**src/rtl/botloc_pkg.sv**
```systemverilog
// Shared types and constants for the bot location frame controller.
package botloc_pkg;

  typedef enum logic [1:0] {
    StIdle    = 2'd0,
    StPending = 2'd1,
    StCommit  = 2'd2
  } state_e;

  localparam logic [1:0] SEL_LOCX = 2'd0;
  localparam logic [1:0] SEL_LOCY = 2'd1;
  localparam logic [1:0] SEL_INFO = 2'd2;
  localparam logic [1:0] SEL_RSVD = 2'd3;

  localparam logic [7:0] OVR_MAX = 8'd255;

endpackage

```
**src/rtl/botloc_rr_arb2.sv**
```systemverilog
// Two-requester round-robin arbiter. Requester a is the simulator, b the CPU.
module botloc_rr_arb2
  import botloc_pkg::*;
(
  input  logic clk,
  input  logic reset_n,
  input  logic req_a,
  input  logic req_b,
  output logic gnt_a,
  output logic gnt_b
);

  // 0: a favoured on contention, 1: b favoured
  logic ptr_q, ptr_d;

  // Grant decode; on contention the pointer moves to the loser.
  always_comb begin
    gnt_a = 1'b0;
    gnt_b = 1'b0;
    ptr_d = ptr_q;
    if (req_a && req_b) begin
      gnt_a = ~ptr_q;
      gnt_b = ptr_q;
      ptr_d = ~ptr_q;
    end else begin
      gnt_a = req_a;
      gnt_b = req_b;
    end
  end

  // Pointer register.
  always_ff @(posedge clk or negedge reset_n) begin
    if (!reset_n) begin
      ptr_q <= 1'b0;
    end else begin
      ptr_q <= ptr_d;
    end
  end

endmodule

```
**src/rtl/botloc_frame_ctrl.sv**
```systemverilog
// Bot location/info register owner: shadow set shared by simulator and CPU,
// committed to the display-side registers at vertical-blank start.
// Optional overrun counter enabled by defining BOTLOC_OVERRUN_CNT_EN.
module botloc_frame_ctrl
  import botloc_pkg::*;
#(
  parameter int unsigned LOC_W  = 8,
  parameter int unsigned INFO_W = 8,
  parameter int unsigned MAX_X  = 127,
  parameter int unsigned MAX_Y  = 127
) (
  input  logic              clk,
  input  logic              reset_n,
  input  logic              vblank,
  input  logic              sim_upd,
  input  logic [LOC_W-1:0]  sim_locx,
  input  logic [LOC_W-1:0]  sim_locy,
  input  logic [INFO_W-1:0] sim_info,
  input  logic              cpu_wr_req,
  input  logic [1:0]        cpu_wr_sel,
  input  logic [7:0]        cpu_wr_data,
  output logic              cpu_wr_ack,
  output logic [LOC_W-1:0]  LocX_reg,
  output logic [LOC_W-1:0]  LocY_reg,
  output logic [INFO_W-1:0] BotInfo_reg,
  output logic              commit_pulse,
  output logic              pending,
  output logic [7:0]        overrun_cnt
);

  localparam logic [LOC_W-1:0] MAX_X_LIM = LOC_W'(MAX_X);
  localparam logic [LOC_W-1:0] MAX_Y_LIM = LOC_W'(MAX_Y);

  function automatic logic [LOC_W-1:0] clamp(input logic [LOC_W-1:0] v,
                                             input logic [LOC_W-1:0] lim);
    return (v > lim) ? lim : v;
  endfunction

  state_e              state_q, state_d;
  logic                vblank_q, vb_rise;
  logic                dirty_q, dirty_d;
  logic                ack_q;
  logic                hold_vld_q, hold_load;
  logic [LOC_W-1:0]    hold_x_q, hold_y_q;
  logic [INFO_W-1:0]   hold_info_q;
  logic [LOC_W-1:0]    shd_x_q, shd_x_d, shd_y_q, shd_y_d;
  logic [INFO_W-1:0]   shd_info_q, shd_info_d;
  logic [LOC_W-1:0]    locx_q, locy_q;
  logic [INFO_W-1:0]   info_q;
  logic                commit_pulse_q;
  logic                commit_en, shadow_we;
  logic                arb_req_sim, arb_req_cpu, gnt_sim, gnt_cpu, sim_take;
  logic [LOC_W-1:0]    src_x, src_y, cpu_loc;
  logic [INFO_W-1:0]   src_info, cpu_info;

  assign vb_rise = vblank & ~vblank_q;

  // A held sim update replays with top priority, so the arbiter sits out that cycle.
  // The CPU request is masked during its ack cycle since req is still high then.
  assign arb_req_sim = sim_upd & ~hold_vld_q;
  assign arb_req_cpu = cpu_wr_req & ~ack_q & ~hold_vld_q;

  botloc_rr_arb2 u_arb (
    .clk     (clk),
    .reset_n (reset_n),
    .req_a   (arb_req_sim),
    .req_b   (arb_req_cpu),
    .gnt_a   (gnt_sim),
    .gnt_b   (gnt_cpu)
  );

  assign sim_take  = hold_vld_q | gnt_sim;
  // New pulse not serviced this cycle (lost arbitration or blocked by replay) is parked.
  assign hold_load = sim_upd & (hold_vld_q | ~gnt_sim);

  assign src_x    = hold_vld_q ? hold_x_q    : sim_locx;
  assign src_y    = hold_vld_q ? hold_y_q    : sim_locy;
  assign src_info = hold_vld_q ? hold_info_q : sim_info;
  assign cpu_loc  = LOC_W'(cpu_wr_data);
  assign cpu_info = INFO_W'(cpu_wr_data);

  // Shadow next-state from whichever requester was granted.
  always_comb begin
    shd_x_d    = shd_x_q;
    shd_y_d    = shd_y_q;
    shd_info_d = shd_info_q;
    shadow_we  = 1'b0;
    if (sim_take) begin
      shd_x_d    = clamp(src_x, MAX_X_LIM);
      shd_y_d    = clamp(src_y, MAX_Y_LIM);
      shd_info_d = src_info;
      shadow_we  = 1'b1;
    end else if (gnt_cpu) begin
      unique case (cpu_wr_sel)
        SEL_LOCX: begin
          shd_x_d   = clamp(cpu_loc, MAX_X_LIM);
          shadow_we = 1'b1;
        end
        SEL_LOCY: begin
          shd_y_d   = clamp(cpu_loc, MAX_Y_LIM);
          shadow_we = 1'b1;
        end
        SEL_INFO: begin
          shd_info_d = cpu_info;
          shadow_we  = 1'b1;
        end
        default: ;
      endcase
    end
  end

  // Frame FSM: wait for dirty data, then for vblank rise, then copy for one cycle.
  always_comb begin
    state_d   = state_q;
    dirty_d   = dirty_q | shadow_we;
    commit_en = 1'b0;
    unique case (state_q)
      StIdle: begin
        if (dirty_q) state_d = StPending;
      end
      StPending: begin
        if (vb_rise) state_d = StCommit;
      end
      StCommit: begin
        commit_en = 1'b1;
        // A write landing in the commit cycle stays dirty for the next frame.
        dirty_d   = shadow_we;
        state_d   = shadow_we ? StPending : StIdle;
      end
      default: state_d = StIdle;
    endcase
  end

  // State, shadow, hold, handshake and display-side registers.
  always_ff @(posedge clk or negedge reset_n) begin
    if (!reset_n) begin
      state_q        <= StIdle;
      vblank_q       <= 1'b0;
      dirty_q        <= 1'b0;
      ack_q          <= 1'b0;
      hold_vld_q     <= 1'b0;
      hold_x_q       <= '0;
      hold_y_q       <= '0;
      hold_info_q    <= '0;
      shd_x_q        <= '0;
      shd_y_q        <= '0;
      shd_info_q     <= '0;
      locx_q         <= '0;
      locy_q         <= '0;
      info_q         <= '0;
      commit_pulse_q <= 1'b0;
    end else begin
      state_q        <= state_d;
      vblank_q       <= vblank;
      dirty_q        <= dirty_d;
      ack_q          <= gnt_cpu;
      hold_vld_q     <= hold_load;
      if (hold_load) begin
        hold_x_q    <= sim_locx;
        hold_y_q    <= sim_locy;
        hold_info_q <= sim_info;
      end
      shd_x_q        <= shd_x_d;
      shd_y_q        <= shd_y_d;
      shd_info_q     <= shd_info_d;
      // Copy the pre-write shadow so a same-cycle write lands in the next frame.
      if (commit_en) begin
        locx_q <= shd_x_q;
        locy_q <= shd_y_q;
        info_q <= shd_info_q;
      end
      commit_pulse_q <= commit_en;
    end
  end

`ifdef BOTLOC_OVERRUN_CNT_EN
  logic [7:0] ovr_q;

  // Count writes that overwrite uncommitted data; commit-cycle writes are not overruns.
  always_ff @(posedge clk or negedge reset_n) begin
    if (!reset_n) begin
      ovr_q <= '0;
    end else if (shadow_we && dirty_q && (state_q != StCommit) && (ovr_q != OVR_MAX)) begin
      ovr_q <= ovr_q + 8'd1;
    end
  end

  assign overrun_cnt = ovr_q;
`else
  assign overrun_cnt = '0;
`endif

  assign cpu_wr_ack   = ack_q;
  assign LocX_reg     = locx_q;
  assign LocY_reg     = locy_q;
  assign BotInfo_reg  = info_q;
  assign commit_pulse = commit_pulse_q;
  assign pending      = (state_q != StIdle);

endmodule

```
**config.mk**
```make
export PLATFORM = sky130hd
export DESIGN_NAME = botloc_frame_ctrl
export DESIGN_NICKNAME = d
export VERILOG_FILES = /design/src/rtl/botloc_pkg.sv /design/src/rtl/botloc_rr_arb2.sv /design/src/rtl/botloc_frame_ctrl.sv
export SDC_FILE = /design/constraint.sdc
export NUM_CORES = 1
export LEC_CHECK = 0
export CORE_UTILIZATION = 50
export DETAILED_ROUTE_END_ITERATION = 6
export PLACE_DENSITY = 0.89
export SLEW_MARGIN = 20
export SYNTH_ARGS = -nofsm -noshare
export SYNTH_HDL_FRONTEND = slang
export SYNTH_HIERARCHICAL = 1
export SYNTH_SLANG_ARGS = --single-unit
```
**constraint.sdc**
```tcl
create_clock -name clk -period 8.4 [get_ports clk]
set_input_delay 1.68 -clock clk [delete_from_list [all_inputs] [get_ports clk]]
set_output_delay 1.68 -clock clk [all_outputs]
set_load 0.02 [all_outputs]
```
# ---- Word-level counts from Yosys, hierarchy flattened
# Index checks and enable logic that the tools add are counted.
dict set report word_totals {
  register_bits 80
  in_bits 39
  output_inout_bits 35
  wordCells 77
}
dict set report op_classes {
  order_cmp 3
  eq_ne 6
  muxes 26
  bitwise 13
  reduce_logical 13
}
# op count
set ops {}
lappend ops {{2-to-1 mux 8 bit} 15}
lappend ops {{> comparator 8 x 7 -> 1 bit (second input constant)} 3}
lappend ops {{nonzero test 2 bit} 5}
lappend ops {{2-to-1 mux 1 bit} 8}
lappend ops {{AND reduction 2 bit} 4}
lappend ops {{case mux 2 bit (3 select lines)} 1}
lappend ops {{AND 1 bit} 5}
lappend ops {{NOT 1 bit} 5}
lappend ops {{== test 2 x 1 -> 1 bit (second input constant)} 2}
lappend ops {{== test 2 bit (second input constant)} 2}
lappend ops {{logical NOT 2 bit} 2}
lappend ops {{2-to-1 mux 2 bit} 2}
lappend ops {{inequality test 2 bit (second input constant)} 2}
lappend ops {{bitwise OR 1 bit} 3}
lappend ops {{OR reduction 3 bit} 1}
lappend ops {{logical AND 1 bit} 1}

# ---- Depth between registers and ports, before layout
# Gate-level depths: netlist of the first run.
dict set report logic_depth {
  ltp_word 9
  ltp_mapped 11
  ltp_nobuf 5
}

# ---- By module
# The synthesis of the first run kept the hierarchy.
# mod instances cells_per_inst area_each_um2 seq_area_each_um2
set by_module_without_submodules {}
lappend by_module_without_submodules {botloc_frame_ctrl 1 263 3512.1 1976.9}
lappend by_module_without_submodules {botloc_rr_arb2 1 6 56.3 25.0}

# ---- Least setup slack after synthesis of the first run
# No wires, ideal clock.
dict set report synth_timing {
  path_type {input -> register}
  start {in sim_upd}
  end {reg hold_info_q[5]}
  setup_ns 0.125
  arrival_ns 3.365
  required_ns 8.275
  path_slack_ns 4.909
  path_stages 8
  n_path_buf 3
  path_cell_list {nor2b_1 a21boi_0 nor2b_4 buf_6 nand2b_4 buf_6 buf_8 mux2_4}
}
dict set report synth_between {
  elab_chain_cells 6
}
# item line
set synth_rtl {}
lappend synth_rtl {{start: declaration} botloc_frame_ctrl.sv:15} ;# input logic sim_upd,
lappend synth_rtl {{AND 1 bit (*)} botloc_frame_ctrl.sv:60} ;# assign arb_req_sim = sim_upd & ~hold_vld_q;
lappend synth_rtl {{logical AND 1 bit} botloc_rr_arb2.sv:21} ;# if (req_a && req_b) begin
lappend synth_rtl {{2-to-1 mux 1 bit (*)} botloc_rr_arb2.sv:21}
lappend synth_rtl {{named net gnt_sim} botloc_frame_ctrl.sv:52} ;# logic arb_req_sim, arb_req_cpu, gnt_sim, gnt_cpu, sim_take;
lappend synth_rtl {{NOT 1 bit (*)} botloc_frame_ctrl.sv:74} ;# assign hold_load = sim_upd & (hold_vld_q | ~gnt_sim);
lappend synth_rtl {{bitwise OR 1 bit (*)} botloc_frame_ctrl.sv:74}
lappend synth_rtl {{AND 1 bit (*)} botloc_frame_ctrl.sv:74}
lappend synth_rtl {{end signal: assignment} botloc_frame_ctrl.sv:161} ;# hold_info_q <= sim_info;
lappend synth_rtl {{end: declaration} botloc_frame_ctrl.sv:45} ;# logic [INFO_W-1:0] hold_info_q;
# Mark *: on every way through the listed nets, which the timed path passes. The rest lies on a longest branch.
# A chain may end at the register's enable or synchronous reset.

# ---- Final worst setup path of the first run
dict set report layout_timing {
  start {in sim_upd}
  end {reg hold_info_q[3]}
}
dict set report layout_between {
  elab_chain_cells 6
}
# item line
set layout_rtl {}
lappend layout_rtl {{AND 1 bit (*)} botloc_frame_ctrl.sv:60}
lappend layout_rtl {{named net arb_req_sim} botloc_frame_ctrl.sv:52}
lappend layout_rtl {{logical AND 1 bit} botloc_rr_arb2.sv:21}
lappend layout_rtl {{2-to-1 mux 1 bit (*)} botloc_rr_arb2.sv:21}
lappend layout_rtl {{named net gnt_sim} botloc_frame_ctrl.sv:52}
lappend layout_rtl {{NOT 1 bit (*)} botloc_frame_ctrl.sv:74}
lappend layout_rtl {{bitwise OR 1 bit (*)} botloc_frame_ctrl.sv:74}
lappend layout_rtl {{AND 1 bit (*)} botloc_frame_ctrl.sv:74}
# Marked as above.

==> results of run 1 <==
-- report_power, final --
group          leakage (nW)  internal [mW]  switching [mW]
sequential            0.947          0.482          0.0612
combinational         0.829          0.204           0.170
clock                0.0964          0.140           0.148
total                  1.87          0.827           0.379
-- metrics by stage --
step,worst slack [ps],utilization [%]
3_3_place_gp,4090,61.4
5_1_grt,4430,64.4
6_report,4600,64.4
2_1_floorplan,4910,-
4_1_cts,4360,64.4
3_5_place_dp,4010,61.4
-- worst max-delay path by stage --
| stage | to | start | depth (start not counted) |
|---|---|---|---|
| after global placement | shd_info_q[5] | cpu_wr_req | 7 |
| after CTS | shd_info_q[0] | cpu_wr_req | 7 |
| after floorplan | hold_info_q[5] | sim_upd | 8 |
| final | hold_info_q[3] | sim_upd | 7 |
| after global routing | hold_info_q[3] | sim_upd | 7 |
| after detailed placement | shd_info_q[6] | cpu_wr_req | 7 |
-- cell usage in the layout, fill, tap and decap left out, drive strengths merged --
master         synthesis  final
dfrtp                 80     80
clkdlybuf4s50          0     64
mux2                  48     48
o21ai                 13     13
o22ai                 13     13
nand3                 12     12
o21a                  12     12
o211ai                12     12
clkbuf                 6      9
a22o                   8      8
a221o                  8      8
conb                   1      8
inv                    4      6
nand2                  4      4
nand2b                 4      4
or2                    2      2
nand3b                 2      2
nor3                   2      2
a311o                  2      2
and3                   2      2
clkinv                 0      2
clkinvlp               0      2
buf                   21      2
nor2b                  2      2
nor2                   2      2
a21boi                 2      2
nor3b                  1      1
a21oi                  1      1
or3b                   1      1
and4                   1      1
a31oi                  1      1
nor4bb                 1      1
bufinv                 0      1
xnor2                  1      1
-- layout make-up --
cell class,instances,share of cell area [%]
Clock inverter,7,1.82
Timing Repair Buffer,66,14.9
Sequential cell,80,45.5
Clock buffer,9,2.81
Inverter,4,0.341
Tap cell,96,2.73
Multi-Input combinational cell,165,31.9
-- routing by layer --
layer	vias up	GRT usage (%)
met2	79	33.2
met1	1176	29.8
met4	0	9.85
met5	-	0
li1	1096	-
met3	15	4.10
-- cell families (layout without fill, tap and decap cells) --
logic type | count (synthesis) | count (layout) | share of synthesized area (%)
AO/OA/AOI/OAI | 72 | 72 | 14.8
XOR/XNOR | 1 | 1 | 0.245
buffers and inverters | 31 | 86 | 5.40
flip-flops | 80 | 80 | 56.1
multiplexers | 48 | 48 | 17.1
other | 1 | 8 | 0.105
AND/OR/NAND/NOR | 36 | 36 | 6.17
==> impl_summary.log, run 1 <==
INFO  metric run_status = complete, no violations
INFO  metric placed_cells = 411
INFO  metric yosys.area.top_type_share = 56.1%
INFO  metric fp.dieArea = 0.00748 mm^2
INFO  metric pwr_density_cell = 274 mW/mm^2
INFO  metric grt_max_degree = 81
INFO  metric final_cells = 427
INFO  metric fmax = 0.263 GHz
INFO  metric rsz0062_at_grt = no
INFO  metric filler_cell_count = 529
INFO  metric endpoint_kind = flop
INFO  metric clk_latency = 350 ps
INFO  metric final_layout_size_suffix_gt1_share = 22.1%
INFO  metric io-pin-count = 74
INFO  metric cts_htree_levels = 3
INFO  metric grt_pass1_vias = 2365
INFO  metric postSynthCellCount = 269
INFO  metric route.detailed.vias_per_inst = 5.54
INFO  metric routed_wire_length_per_instance = 17.2 um
INFO  metric synth_commonest_cells = 80 x sky130_fd_sc_hd__dfrtp_1, 29 x sky130_fd_sc_hd__mux2_2, 19 x sky130_fd_sc_hd__mux2_4
INFO  metric hold-worst-slack = 445 ps
INFO  metric cp_data_arrival_time = 4040 ps
INFO  metric synth_edf_count = 0
INFO  metric r2r_start = hold_vld_q
INFO  metric cts_sinks = 80
INFO  metric num_rows = 30
INFO  metric route.met3.wl = 315 um
INFO  metric io_buffer_count = 65
INFO  metric critical_path_slowest_stage_cell = sky130_fd_sc_hd__clkdlybuf4s50_1
INFO  metric netlist-cell-type-count = 38
INFO  metric post_route_cell_area = 0.00440 mm^2
INFO  metric regToRegEndpoint = hold_info_q[3]
INFO  metric wl_met1 = 3300 um
INFO  metric path_delay_family = simple AND/OR/NAND/NOR gates
INFO  metric drc = 0
INFO  metric holdBufCountCts = 0
INFO  metric timing.critical_path.required = 8640 ps
INFO  metric worstHoldEndpoint = state_q[1]
INFO  metric setup.worst_path.start_class = input port
INFO  metric detailedRoute.firstIterationViolations = 152
INFO  metric final_period_minus_worst_setup_slack = 3800 ps
INFO  metric regArea = 0.00200 mm^2
INFO  metric synth_area = 0.00357 mm^2
INFO  metric final_nets = 365
INFO  metric gr-usage-all-layers = 21.5%
INFO  metric worstSetupPathType = in -> reg
INFO  metric power.leakage = 1.87 nW
INFO  metric antenna_cells_inserted = 0
INFO  metric min_delay_path_depth = 1
INFO  metric cts_tree = yes
INFO  metric wl_met2 = 3550 um
INFO  metric synth_area_leader_cell = sky130_fd_sc_hd__dfrtp_1
INFO  metric synth_most_common_cell = sky130_fd_sc_hd__dfrtp_1
INFO  metric synth-warning-count = 6
INFO  metric grt_overflow_total = 0
INFO  metric vdd.ir_drop.worst = 0.133 mV
INFO  metric highest_signal_layer = met4
INFO  metric worstRegToRegCells = 6
INFO  metric crit_path_cell_trace = clkdlybuf4s50_1, nor2b_1, a21boi_0, buf_4, nor2b_4, nand2b_4, mux2_2
INFO  metric final.setup.tns = 0 ps
INFO  metric critical_path.n_buffers_inverters = 2
INFO  metric peak_per_stage_delay_on_the_critical_path = 510 ps
INFO  metric firstDrtPassIters = 4
INFO  metric syn_avg_cell_area = 13.3 um^2
INFO  metric first_pass_grt_wire_length = 12000 um
INFO  metric crit_fanout = 25
INFO  metric fp.dieH = 86.5 um
INFO  metric setup_viol = 0
INFO  metric hold_viol = 0
INFO  metric final_antenna_net_count = 0
INFO  metric worst_slew_pin_slew = 986 ps
INFO  metric place_area = 0.00419 mm^2
INFO  metric hold_class = reg -> reg
INFO  metric cts_root_buffer = sky130_fd_sc_hd__clkbuf_8
INFO  metric ys.flop_type = sky130_fd_sc_hd__dfrtp_1
INFO  metric synth-seq-area-share = 56.1%
INFO  metric clkSlewWorstSetupHoldPaths = 90 ps
INFO  metric max-clock-path-buffers = 2
INFO  metric core_area = 0.00683 mm^2
INFO  metric ff2ff_setup_slack = 5470 ps
INFO  metric cts-resized-gates = 0
INFO  metric postSynth.asyncResetShare = 100%
INFO  metric floorplan.initialDensity = 52.2%
INFO  metric fp.dieW = 86.5 um
INFO  metric hold_path_startpoint = vblank_q
INFO  metric drv_slew = 0
INFO  metric min_period_over_period = 45.3%
INFO  metric clock-skew-final = 9.04 ps
INFO  metric dp_hpwl = 5200 um
INFO  metric number_of_antenna_violations_at_the_first_check_in_global_routing = 0
INFO  metric ys_ff_latch = 80
INFO  metric timing.max_cap.violations = 0
INFO  metric flow.area_growth_from_synthesis = 23.4%
INFO  metric setup_buffers_after_cts = 0
INFO  metric power.total = 1.21 mW
INFO  metric multi_input_area = 0.00141 mm^2
INFO  metric worst_slew_margin_rel = 34.3%
INFO  metric vias = 2366
INFO  metric gp_routability_congestion = 0.854
INFO  metric cts_made_buffers = 9
INFO  metric drt-total-wl = 7320 um
INFO  metric synth.area.top_cells = sky130_fd_sc_hd__dfrtp_1 56%, sky130_fd_sc_hd__mux2_2 9.2%, sky130_fd_sc_hd__mux2_4 8.0%
No activity file was read; power rests on OpenSTA's default activity.
==> inputs of run 2 (changes only) <==
==> constraint.sdc (replaced) <==
create_clock -name clk -period 3.9 [get_ports clk]
set_input_delay 0.78 -clock clk [delete_from_list [all_inputs] [get_ports clk]]
set_output_delay 0.78 -clock clk [all_outputs]
set_load 0.02 [all_outputs]
==> run 2 against run 1 <==
  * Worst setup slack worse by 3800 ps
  * Wire length up 0.18%
  * Sequential share of layout area rose by 0.30 points
  * Critical path depth stayed put
  * Worst hold slack got worse by 23 ps
  * Die area did not move
  * Clock-buffer cell count up 1
  * Clock power up 99%
==> impl_summary.log, run 2 (synthesis results as in run 1) <==
INFO  metric setup_buffers_after_cts = 0
INFO  metric timing.critical_path.required = 4130 ps
INFO  metric run_status = complete, no violations
INFO  metric placed_cells = 411
INFO  metric core_area = 0.00683 mm^2
INFO  metric clk_latency = 350 ps
INFO  metric regArea = 0.00200 mm^2
INFO  metric grt_pass1_vias = 2413
INFO  metric final_nets = 365
INFO  metric fp.dieH = 86.5 um
INFO  metric worst_slack = 807 ps
INFO  metric dp_hpwl = 5160 um
INFO  metric drc = 0
INFO  metric ff2ff_setup_slack = 820 ps
INFO  metric vias = 2366
INFO  metric cts_made_buffers = 9
INFO  metric worstSetupPathType = in -> reg
INFO  metric power.leakage = 1.86 nW
INFO  metric fp.dieArea = 0.00748 mm^2
INFO  metric drt-total-wl = 7340 um
INFO  metric io_buffer_count = 65
INFO  metric final_antenna_net_count = 0
INFO  metric timing.max_cap.violations = 0
INFO  metric cts_htree_levels = 3
INFO  metric r2r_start = hold_vld_q
INFO  metric multi_input_area = 0.00141 mm^2
INFO  metric detailedRoute.firstIterationViolations = 210
INFO  metric final_cells = 425
INFO  metric setup_viol = 0
INFO  metric io-pin-count = 74
INFO  metric worst_setup_path_startpoint = sim_upd
INFO  metric cts-resized-gates = 0
INFO  metric antenna_cells_inserted = 0
INFO  metric max-clock-path-buffers = 2
INFO  metric gr-usage-all-layers = 21.9%
INFO  metric grt_overflow_total = 0
INFO  metric drv_slew = 0
INFO  metric gp_routability_congestion = 0.862
INFO  metric pwr_density_cell = 582 mW/mm^2
INFO  metric first_pass_grt_wire_length = 12200 um
INFO  metric layout.cells.most_common = sky130_fd_sc_hd__dfrtp_1
INFO  metric number_of_antenna_violations_at_the_first_check_in_global_routing = 0
INFO  metric place_ws = 490 ps
INFO  metric cts_sinks = 80
INFO  metric route.detailed.vias_per_inst = 5.57
INFO  metric num_rows = 30
INFO  metric min_period_over_period = 79.3%
INFO  metric floorplan.initialDensity = 52.2%
INFO  metric fp.dieW = 86.5 um
INFO  metric layout.cells.most_common_list = 80 x sky130_fd_sc_hd__dfrtp_1, 64 x sky130_fd_sc_hd__clkdlybuf4s50_1, 29 x sky130_fd_sc_hd__mux2_2
INFO  metric final_layout_size_suffix_gt1_share = 21.3%
INFO  metric filler_cell_count = 531
INFO  metric cts_tree = yes
INFO  metric crit_fanout = 25
INFO  metric worstRegToRegCells = 6
INFO  metric regToRegEndpoint = hold_info_q[3]
INFO  metric cp_data_arrival_time = 3320 ps
INFO  metric power.total = 2.55 mW
INFO  metric hold_path_startpoint = vblank_q
INFO  metric worst_slew_pin_slew = 982 ps
INFO  metric firstDrtPassIters = 4
INFO  metric hold_class = reg -> reg
INFO  metric rsz0062_at_grt = no
INFO  metric final_period_minus_worst_setup_slack = 3090 ps
INFO  metric hold_viol = 0
INFO  metric worst_slew_margin_rel = 34.6%
INFO  metric critPathCapture = hold_info_q[3]
INFO  metric fmax = 0.323 GHz
INFO  metric holdBufCountCts = 0
INFO  metric cts_root_buffer = sky130_fd_sc_hd__clkbuf_8
INFO  metric clkSlewWorstSetupHoldPaths = 80 ps
INFO  metric flow.area_growth_from_synthesis = 22.5%
INFO  metric routed_wire_length_per_instance = 17.3 um
INFO  metric vdd.ir_drop.worst = 0.239 mV
INFO  metric setup.worst_path.start_class = input port
INFO  metric clock-skew-final = 9.14 ps
INFO  metric endpoint_kind = flop
INFO  metric final.setup.tns = 0 ps
INFO  metric grt_max_degree = 81
[run 2: cell types whose count changed in the layout (fill, tap and decap cells not counted)]
cell                         delta
sky130_fd_sc_hd__clkbuf_1       +1
sky130_fd_sc_hd__clkinv_4       -2
sky130_fd_sc_hd__inv_6          -2
sky130_fd_sc_hd__clkinvlp_4     -1
sky130_fd_sc_hd__clkinv_2       +2
[run 2: worst min path at each step]
stage / slack [ps] / endpoint / cells past startpoint
final: 420 / state_q[1] / 1
after floorplan: 400 / state_q[1] / 1
after detailed placement: 410 / state_q[1] / 1
after global routing: 450 / state_q[1] / 1
after CTS: 420 / state_q[1] / 1
after global placement: 410 / state_q[1] / 1
[run 2: where the power goes]
part	internal, mW	leakage (nW)	switching [mW]	total, mW
clock	0.287	0.0880	0.285	0.572
combinational	0.440	0.829	0.368	0.809
sequential	1.04	0.947	0.127	1.17
[run 2: layer usage]
layer | up-vias | GRT usage (%) | routed length [um]
li1 | 1098 | - | -
met1 | 1179 | 29.5 | 3260
met2 | 72 | 33.6 | 3550
met3 | 17 | 4.00 | 335
met4 | 0 | 12.3 | 193
met5 | - | 0 | 0
[run 2: critical path, cell delays in order]
cell	delay, ps
sky130_fd_sc_hd__clkdlybuf4s50_1	530
sky130_fd_sc_hd__nor2b_1	220
sky130_fd_sc_hd__a21boi_0	360
sky130_fd_sc_hd__buf_4	280
sky130_fd_sc_hd__nor2b_4	290
sky130_fd_sc_hd__nand2b_4	470
sky130_fd_sc_hd__mux2_2	380
[run 2: final cells by class]
type,count,area share (%)
clock buffer,10,2.92
clock inverter,4,1.09
inverter,4,0.343
multi-input combinational,165,32.1
sequential,80,45.8
tap,96,2.75
timing repair buffer,66,15.0
[run 2: stage by stage]
stage          area [um^2]  util (%)  hold WS (ps)
3_3_place_gp          4190      61.4           410
3_5_place_dp          4200      61.4           412
4_1_cts               4370      64.0           423
2_1_floorplan         3590         -           401
6_report              4370      64.0           422
5_1_grt               4370      64.0           449
